File: src/rtl/vga_timing_gen.sv
// VGA raster timing: pixel/line counters, visible window, delayed syncs.
// Defaults give 800x600@72Hz from a 50 MHz pixel clock.
module vga_timing_gen #(
    parameter int H_VISIBLE  = 800,
    parameter int H_FP       = 56,
    parameter int H_SYNC     = 120,
    parameter int H_BP       = 64,
    parameter int V_VISIBLE  = 600,
    parameter int V_FP       = 37,
    parameter int V_SYNC     = 6,
    parameter int V_BP       = 23,
    parameter int H_POL      = 1,
    parameter int V_POL      = 1,
    parameter int SYNC_DELAY = 1
) (
    input  logic        clk,
    input  logic        rst_n,
    input  logic        pix_en,
    output logic [10:0] hcount,
    output logic [9:0]  vcount,
    output logic        display_on,
    output logic        hsync,
    output logic        vsync,
    output logic        line_start,
    output logic        frame_start
);

    localparam int H_TOTAL = H_VISIBLE + H_FP + H_SYNC + H_BP;
    localparam int V_TOTAL = V_VISIBLE + V_FP + V_SYNC + V_BP;

    // One extra bit on the decode bounds so a sync window ending exactly
    // at the largest legal total cannot wrap to zero.
    localparam logic [10:0] H_LAST    = 11'(H_TOTAL - 1);
    localparam logic [9:0]  V_LAST    = 10'(V_TOTAL - 1);
    localparam logic [11:0] H_VIS_END = 12'(H_VISIBLE);
    localparam logic [11:0] H_SYN_BEG = 12'(H_VISIBLE + H_FP);
    localparam logic [11:0] H_SYN_END = 12'(H_VISIBLE + H_FP + H_SYNC);
    localparam logic [10:0] V_VIS_END = 11'(V_VISIBLE);
    localparam logic [10:0] V_SYN_BEG = 11'(V_VISIBLE + V_FP);
    localparam logic [10:0] V_SYN_END = 11'(V_VISIBLE + V_FP + V_SYNC);

    // Inactive pin levels; active level is the complement.
    localparam logic HS_OFF = (H_POL != 0) ? 1'b0 : 1'b1;
    localparam logic VS_OFF = (V_POL != 0) ? 1'b0 : 1'b1;

    if (H_TOTAL > 2048) begin : g_h_total_err
        $error("vga_timing_gen: H_TOTAL exceeds 2048");
    end
    if (V_TOTAL > 1024) begin : g_v_total_err
        $error("vga_timing_gen: V_TOTAL exceeds 1024");
    end
    if (SYNC_DELAY < 0 || SYNC_DELAY > 3) begin : g_delay_err
        $error("vga_timing_gen: SYNC_DELAY must be 0..3");
    end

    logic        h_wrap;
    logic        v_wrap;
    logic [10:0] h_nxt;
    logic [9:0]  v_nxt;
    logic        disp_nxt;
    logic        hs_nxt;
    logic        vs_nxt;
    logic        hs_raw;
    logic        vs_raw;

    // Next counter values and the decodes taken from them, so registered
    // decodes line up with the registered counters.
    always_comb begin
        h_wrap   = (hcount == H_LAST);
        v_wrap   = (vcount == V_LAST);
        h_nxt    = hcount;
        v_nxt    = vcount;
        disp_nxt = 1'b0;
        hs_nxt   = HS_OFF;
        vs_nxt   = VS_OFF;
        if (h_wrap) begin
            h_nxt = '0;
            v_nxt = v_wrap ? '0 : vcount + 10'd1;
        end else begin
            h_nxt = hcount + 11'd1;
        end
        disp_nxt = ({1'b0, h_nxt} < H_VIS_END) &&
                   ({1'b0, v_nxt} < V_VIS_END);
        if (({1'b0, h_nxt} >= H_SYN_BEG) &&
            ({1'b0, h_nxt} <  H_SYN_END)) begin
            hs_nxt = ~HS_OFF;
        end
        if (({1'b0, v_nxt} >= V_SYN_BEG) &&
            ({1'b0, v_nxt} <  V_SYN_END)) begin
            vs_nxt = ~VS_OFF;
        end
    end

    // Counters, visible window, undelayed syncs and strobes; all hold
    // (strobes clear) while pix_en is low.
    always_ff @(posedge clk or negedge rst_n) begin
        if (!rst_n) begin
            hcount      <= '0;
            vcount      <= '0;
            display_on  <= 1'b0;
            hs_raw      <= HS_OFF;
            vs_raw      <= VS_OFF;
            line_start  <= 1'b0;
            frame_start <= 1'b0;
        end else if (pix_en) begin
            hcount      <= h_nxt;
            vcount      <= v_nxt;
            display_on  <= disp_nxt;
            hs_raw      <= hs_nxt;
            vs_raw      <= vs_nxt;
            line_start  <= h_wrap;
            frame_start <= h_wrap && v_wrap;
        end else begin
            line_start  <= 1'b0;
            frame_start <= 1'b0;
        end
    end

    if (SYNC_DELAY == 0) begin : g_no_delay
        assign hsync = hs_raw;
        assign vsync = vs_raw;
    end else begin : g_delay
        logic [SYNC_DELAY-1:0] hs_dly;
        logic [SYNC_DELAY-1:0] vs_dly;

        // Sync shift register, clocked every clk regardless of pix_en.
        always_ff @(posedge clk or negedge rst_n) begin
            if (!rst_n) begin
                hs_dly <= {SYNC_DELAY{HS_OFF}};
                vs_dly <= {SYNC_DELAY{VS_OFF}};
            end else begin
                hs_dly[0] <= hs_raw;
                vs_dly[0] <= vs_raw;
                for (int i = 1; i < SYNC_DELAY; i++) begin
                    hs_dly[i] <= hs_dly[i-1];
                    vs_dly[i] <= vs_dly[i-1];
                end
            end
        end

        assign hsync = hs_dly[SYNC_DELAY-1];
        assign vsync = vs_dly[SYNC_DELAY-1];
    end

endmodule
File: config.mk
export PLATFORM = sky130hd
export DESIGN_NAME = vga_timing_gen
export DESIGN_NICKNAME = d
export VERILOG_FILES = /design/src/rtl/vga_timing_gen.sv
export SDC_FILE = /design/constraint.sdc
export NUM_CORES = 1
export LEC_CHECK = 0
export CAP_MARGIN = 20
export CORE_UTILIZATION = 32
export CTS_CLUSTER_DIAMETER = 100
export DETAILED_ROUTE_END_ITERATION = 8
export GPL_TIMING_DRIVEN = 0
export PLACE_DENSITY = 0.63
export SLEW_MARGIN = 20
export SYNTH_ARGS = -nofsm -noshare
export SYNTH_HDL_FRONTEND = slang
export SYNTH_SLANG_ARGS = --single-unit
File: constraint.sdc
create_clock -name clk -period 3.5 [get_ports clk]
set_input_delay 0.35 -clock clk [delete_from_list [all_inputs] [get_ports clk]]
set_output_delay 0.35 -clock clk [all_outputs]
set_load 0.01 [all_outputs]
# Word level (Yosys, flattened, before mapping)
# Index checks and enable logic that the tools add are counted.
# totals
register_bits	28
latchBits	0
ram_bits	0
romBits	0
input_bits	3
output_inout_bits	26
elab_cells	30
n_memories	0
# op_classes
addsub	2
mul	0
div	0
magnitude_cmp	6
eq_ne	2
shift	0
n_mux	7
bitwise_logic	0
reduce_logical	4
# op_table
op	count
< comparator 11 x 10 -> 1 bit, second input constant	2
< comparator 10 bit, second input constant	2
2-to-1 mux 10 bit	2
adder 11 x 1 -> 11 bit, second input constant	1
equality test 11 bit, second input constant	1
greater-or-equal comparator 11 x 10 -> 1 bit, second input constant	1
2-to-1 mux 11 bit	1
adder 10 x 1 -> 10 bit, second input constant	1
equality test 10 bit, second input constant	1
greater-or-equal comparator 10 bit, second input constant	1
logical AND 1 bit	4
2-to-1 mux 1 bit	4

# Logic depth before layout (Yosys ltp)
# depth
depth_word	6
depth_mapped	8
ltp_nobuf	8

# Least setup slack after synthesis
# No wires, ideal clock.
# synth_path
kind	reg-to-reg
from	register hcount[9]
to	register vs_raw
setup_time_ns	0.126
t_arrival_ns	2.133
required_time_ns	3.374
setup_slack_ns	1.241
path_stages_with_launch	8
path_buffers	1
period_less_slack_ns	2.259
cell_sequence	dfrtp_1 > buf_6 > or4b_4 > nor4_4 > mux2_4 > and4_1 > a31o_1 > o311a_1
# synth_between
elab_chain_cells	5
elab_cells_between_ends	6
cone_classes	2 x order compare; 1 x eq/ne; 2 x mux; 1 x reduce/logical
# synth_rtl
item	line	source
start: declaration	19	output logic [10:0] hcount,
start signal: assignment	106	hcount <= h_nxt;
equality test 11 bit *	69	h_wrap = (hcount == H_LAST);
2-to-1 mux 10 bit *	76	if (h_wrap) begin
greater-or-equal comparator 10 bit / < comparator 10 bit (equally long branches)	88, 89	
logical AND 1 bit *	88	if (({1'b0, v_nxt} >= V_SYN_BEG) &&
2-to-1 mux 1 bit *	88	
end signal: assignment	110	vs_raw <= vs_nxt;
end: declaration	64	logic vs_raw;
# Every way passes the cells marked *; elsewhere a longest branch is shown, timed or not.
# A chain may end at the register's enable or synchronous reset.

# Worst setup path after layout
# layout_path
from	register vcount[0]
to	register display_on
# layout_between
elab_chain_cells	5
elab_cells_between_ends	6
cone_classes	1 x add/sub; 1 x order compare; 1 x eq/ne; 2 x mux; 1 x reduce/logical
# layout_rtl
item	line	source
start: declaration	20	output logic [9:0] vcount,
start signal: assignment	107	vcount <= v_nxt;
adder 10 x 1 -> 10 bit / equality test 10 bit (equally long branches)	78, 70	
2-to-1 mux 10 bit	78	v_nxt = v_wrap ? '0 : vcount + 10'd1;
2-to-1 mux 10 bit *	76	
< comparator 10 bit *	83	({1'b0, v_nxt} < V_VIS_END);
logical AND 1 bit *	82	disp_nxt = ({1'b0, h_nxt} < H_VIS_END) &&
end signal: assignment	108	display_on <= disp_nxt;
end: declaration	21	output logic display_on,
# Marks and branches as above.

==> metrics.cfg <==
[status]
status = finished clean

[worst_setup_path]
cp.arrival_ns = 2.87
r2r_slack_ns = 0.82
worstReg2RegEnd = display_on
crit_required_ns = 3.69
path_class = reg -> reg
r2r_cells = 8
critPathCaptureType = flop
worstPathMaxFanout = 11
reg2reg_from = vcount[0]
startpoint_type = flop

[floorplanning]
die_h_um = 78.9
ios = 29
start_util_pct = 33.8
design.core.area_um2 = 5610
dieArea_um2 = 6230
rows = 27
die_w_um = 78.9

[power_and_ir_drop]
intPower_uw = 625
power.share.clock_pct = 28.3
pwr-share-seq_pct = 44.3
vdd_drop_max_v = 0.000271
p_sw_share_pct = 33.4
power.density_nw_per_um2 = 402
power_switching_uw = 313
power_frac_comb_pct = 27.4
leakagePower_uw = 0.000908

[clock_tree]
numCtsBuffers = 3
cts_setup_buffers = 0
cts_max_level = 1
cts_tree = yes
clockRootBuffer = clkbuf_8
cts.reportedPaths.clkPinSlew_ns = 0.11
hold_buffers = 0
cts.path.max_buffers = 2
clkSinkCount = 28
cts.repair.resized = 0
clk_latency_ns = 0.29

[timing]
finalSetupViolCount = 0
skew_ns = 0.00982
fmax_mhz = 373
fin_crit_sh_pct = 76.6
relSlewSlack_pct = 56.6
grt_setup_unrepaired = false
tns_ns = 0
fin_crit_ns = 2.68
hold_viol = 0
slew_violations = 0
fin_ws_ns = 0.819
tightestPinTransition_ns = 0.650

[global_routing]
grt_overflow = 0
grt_pass1_vias = 1628
gr-usage-all-layers_pct = 17.2
antenna_found_initial = 0
grt_pass1_wl_mm = 8.39
grt_max_degree = 29

[layout]
syn2layout_area_growth_pct = 23.1
nets = 256
final_util_pct = 41.6
n_antenna_cell = 0
drive_gt1_share_pct = 9.24
design_area_um2 = 2330

[route]
wl_per_cell_um = 15.4
vias_per_cell = 5.50
drc = 0
first_pass_iters = 4
drt_iter0_drc = 138
finalWirelength_mm = 4.94
postRouteAntennaNets = 0
vias = 1766

[logic_synthesis]
syn_area_um2 = 1890
synth_area_leader_cell = dfrtp_1
ys_top_cells_by_area = dfrtp_1, xnor2_1, nand2_1
synth_enable_flop_cells = 0
syn_inst = 217
synth_seq_area_share_pct = 37.0
syn-num-nets = 223
yosys_register_bits = 28
ys_types = 60
netlist.area_leader.share_pct = 37.0
async_flop_share_pct = 100
yosysWarnings = 0
synthFlopType = dfrtp_1
avgSynthCellArea_um2 = 8.73

[placed_design]
gp_congestion = 0.873
place_area_um2 = 2260
io_buffers = 28
dp_hpwl_mm = 3.51
dp_worst_setup_slack_ns = 0.888

[flow_run]
drv_cap = 0

[min_path]
hold_path.class = in -> async

## cell usage in the layout, fill, tap and decap left out, types with 2 or more instances in the layout
cell	n
nand2b_1	2
mux2i_1	2
o22ai_1	2
a21oi_1	11
clkdlybuf4s50_1	27
nor4_1	3
nor2b_1	2
nor3_2	2
inv_1	8
a31oi_1	5
nor3_1	7
o21ai_0	12
nand3_1	8
a32o_1	2
nand2_1	23
ha_1	3
clkbuf_8	3
o21ai_1	2
nand4_1	8
o31ai_1	4
or3_1	2
and3_1	5
clkbuf_1	10
dfrtp_1	28
and4_1	2
nor2_1	14
buf_2	5
xnor2_1	10
a211oi_1	3
## registers in the layout, indices dropped and copies added, names as in the netlist
name,cells
vsync,1
hcount,11
frame_start,1
display_on,1
line_start,1
hsync,1
vcount,10
hs_raw,1
vs_raw,1
## area by class of cell
class	count	area, um2
buffer	17	80.1
clock buffer	3	41.3
clock inverter	1	30.0
fill	574	3280
inverter	8	30.0
multi-input combinational	164	1080
sequential	28	701
tap	72	90.1
timing repair buffer	28	275
## metrics by stage
stage / hold slack [ns] / std cells / total power [uW]
floorplan: 0.0544 / 217 / 559
global placement: 0.358 / 317 / 674
detailed placement: 0.369 / 317 / 676
CTS: 0.0986 / 321 / 943
global route: 0.121 / 321 / 992
finish: 0.0771 / 321 / 938
## how the worst max path moves through the flow
stage | startpoint | endpoint | slack (ns) | cells past startpoint
after floorplan | hcount[9] | vs_raw | 1.24 | 7
after global placement | vcount[0] | display_on | 0.88 | 8
after detailed placement | vcount[0] | display_on | 0.89 | 8
after CTS | vcount[0] | display_on | 0.83 | 8
after global routing | vcount[0] | display_on | 0.63 | 8
final | vcount[0] | display_on | 0.82 | 8
## cells in the mapped netlist (all sizes together) (2+ instances only)
library cell	number
a31oi	5
and3	5
nor3	10
or3	2
o31ai	4
nand3	9
mux2i	2
xnor2	10
mux2	2
dfrtp	28
a32o	2
ha	3
nand2b	2
nand4	8
nor2b	2
a22oi	2
a211oi	3
buf	7
nor4	4
nand2	23
o22ai	2
a21oi	11
o21ai	14
clkbuf	10
and4	2
inv	8
and2	2
nor2	14
## power groups by stage
stage	sequential (uW)	clock [uW]	combinational (uW)
detailed placement	419	0	257
floorplan	418	0	141
CTS	414	271	258
global route	421	290	282
global placement	419	0	256
finish	415	265	257
## critical path, stage by stage (launching register included)
cell and delay [ns]:
dfrtp_1 0.56, ha_1 0.35, and2_1 0.16, clkbuf_1 0.31, nand4_1 0.24, nor3_1 0.28
xnor2_1 0.22, a211oi_1 0.11, o41ai_2 0.35
## metal layers
layer | wire length [um] | track usage [%]
met1 | 2480 | 26.4
met2 | 2110 | 24.3
met3 | 254 | 1.61
met4 | 99 | 6.91
met5 | 0 | 0
## logic make-up after synthesis
family / count (synthesis) / synth area share (%)
fa+ha+maj: 3 / 1.98
compound gates: 57 / 20.7
simple gates: 89 / 27.0
flops: 28 / 37.0
mux: 4 / 2.44
xor+xnor: 11 / 5.09
buf+inv: 25 / 5.81
(Power assumes the default switching activity.)
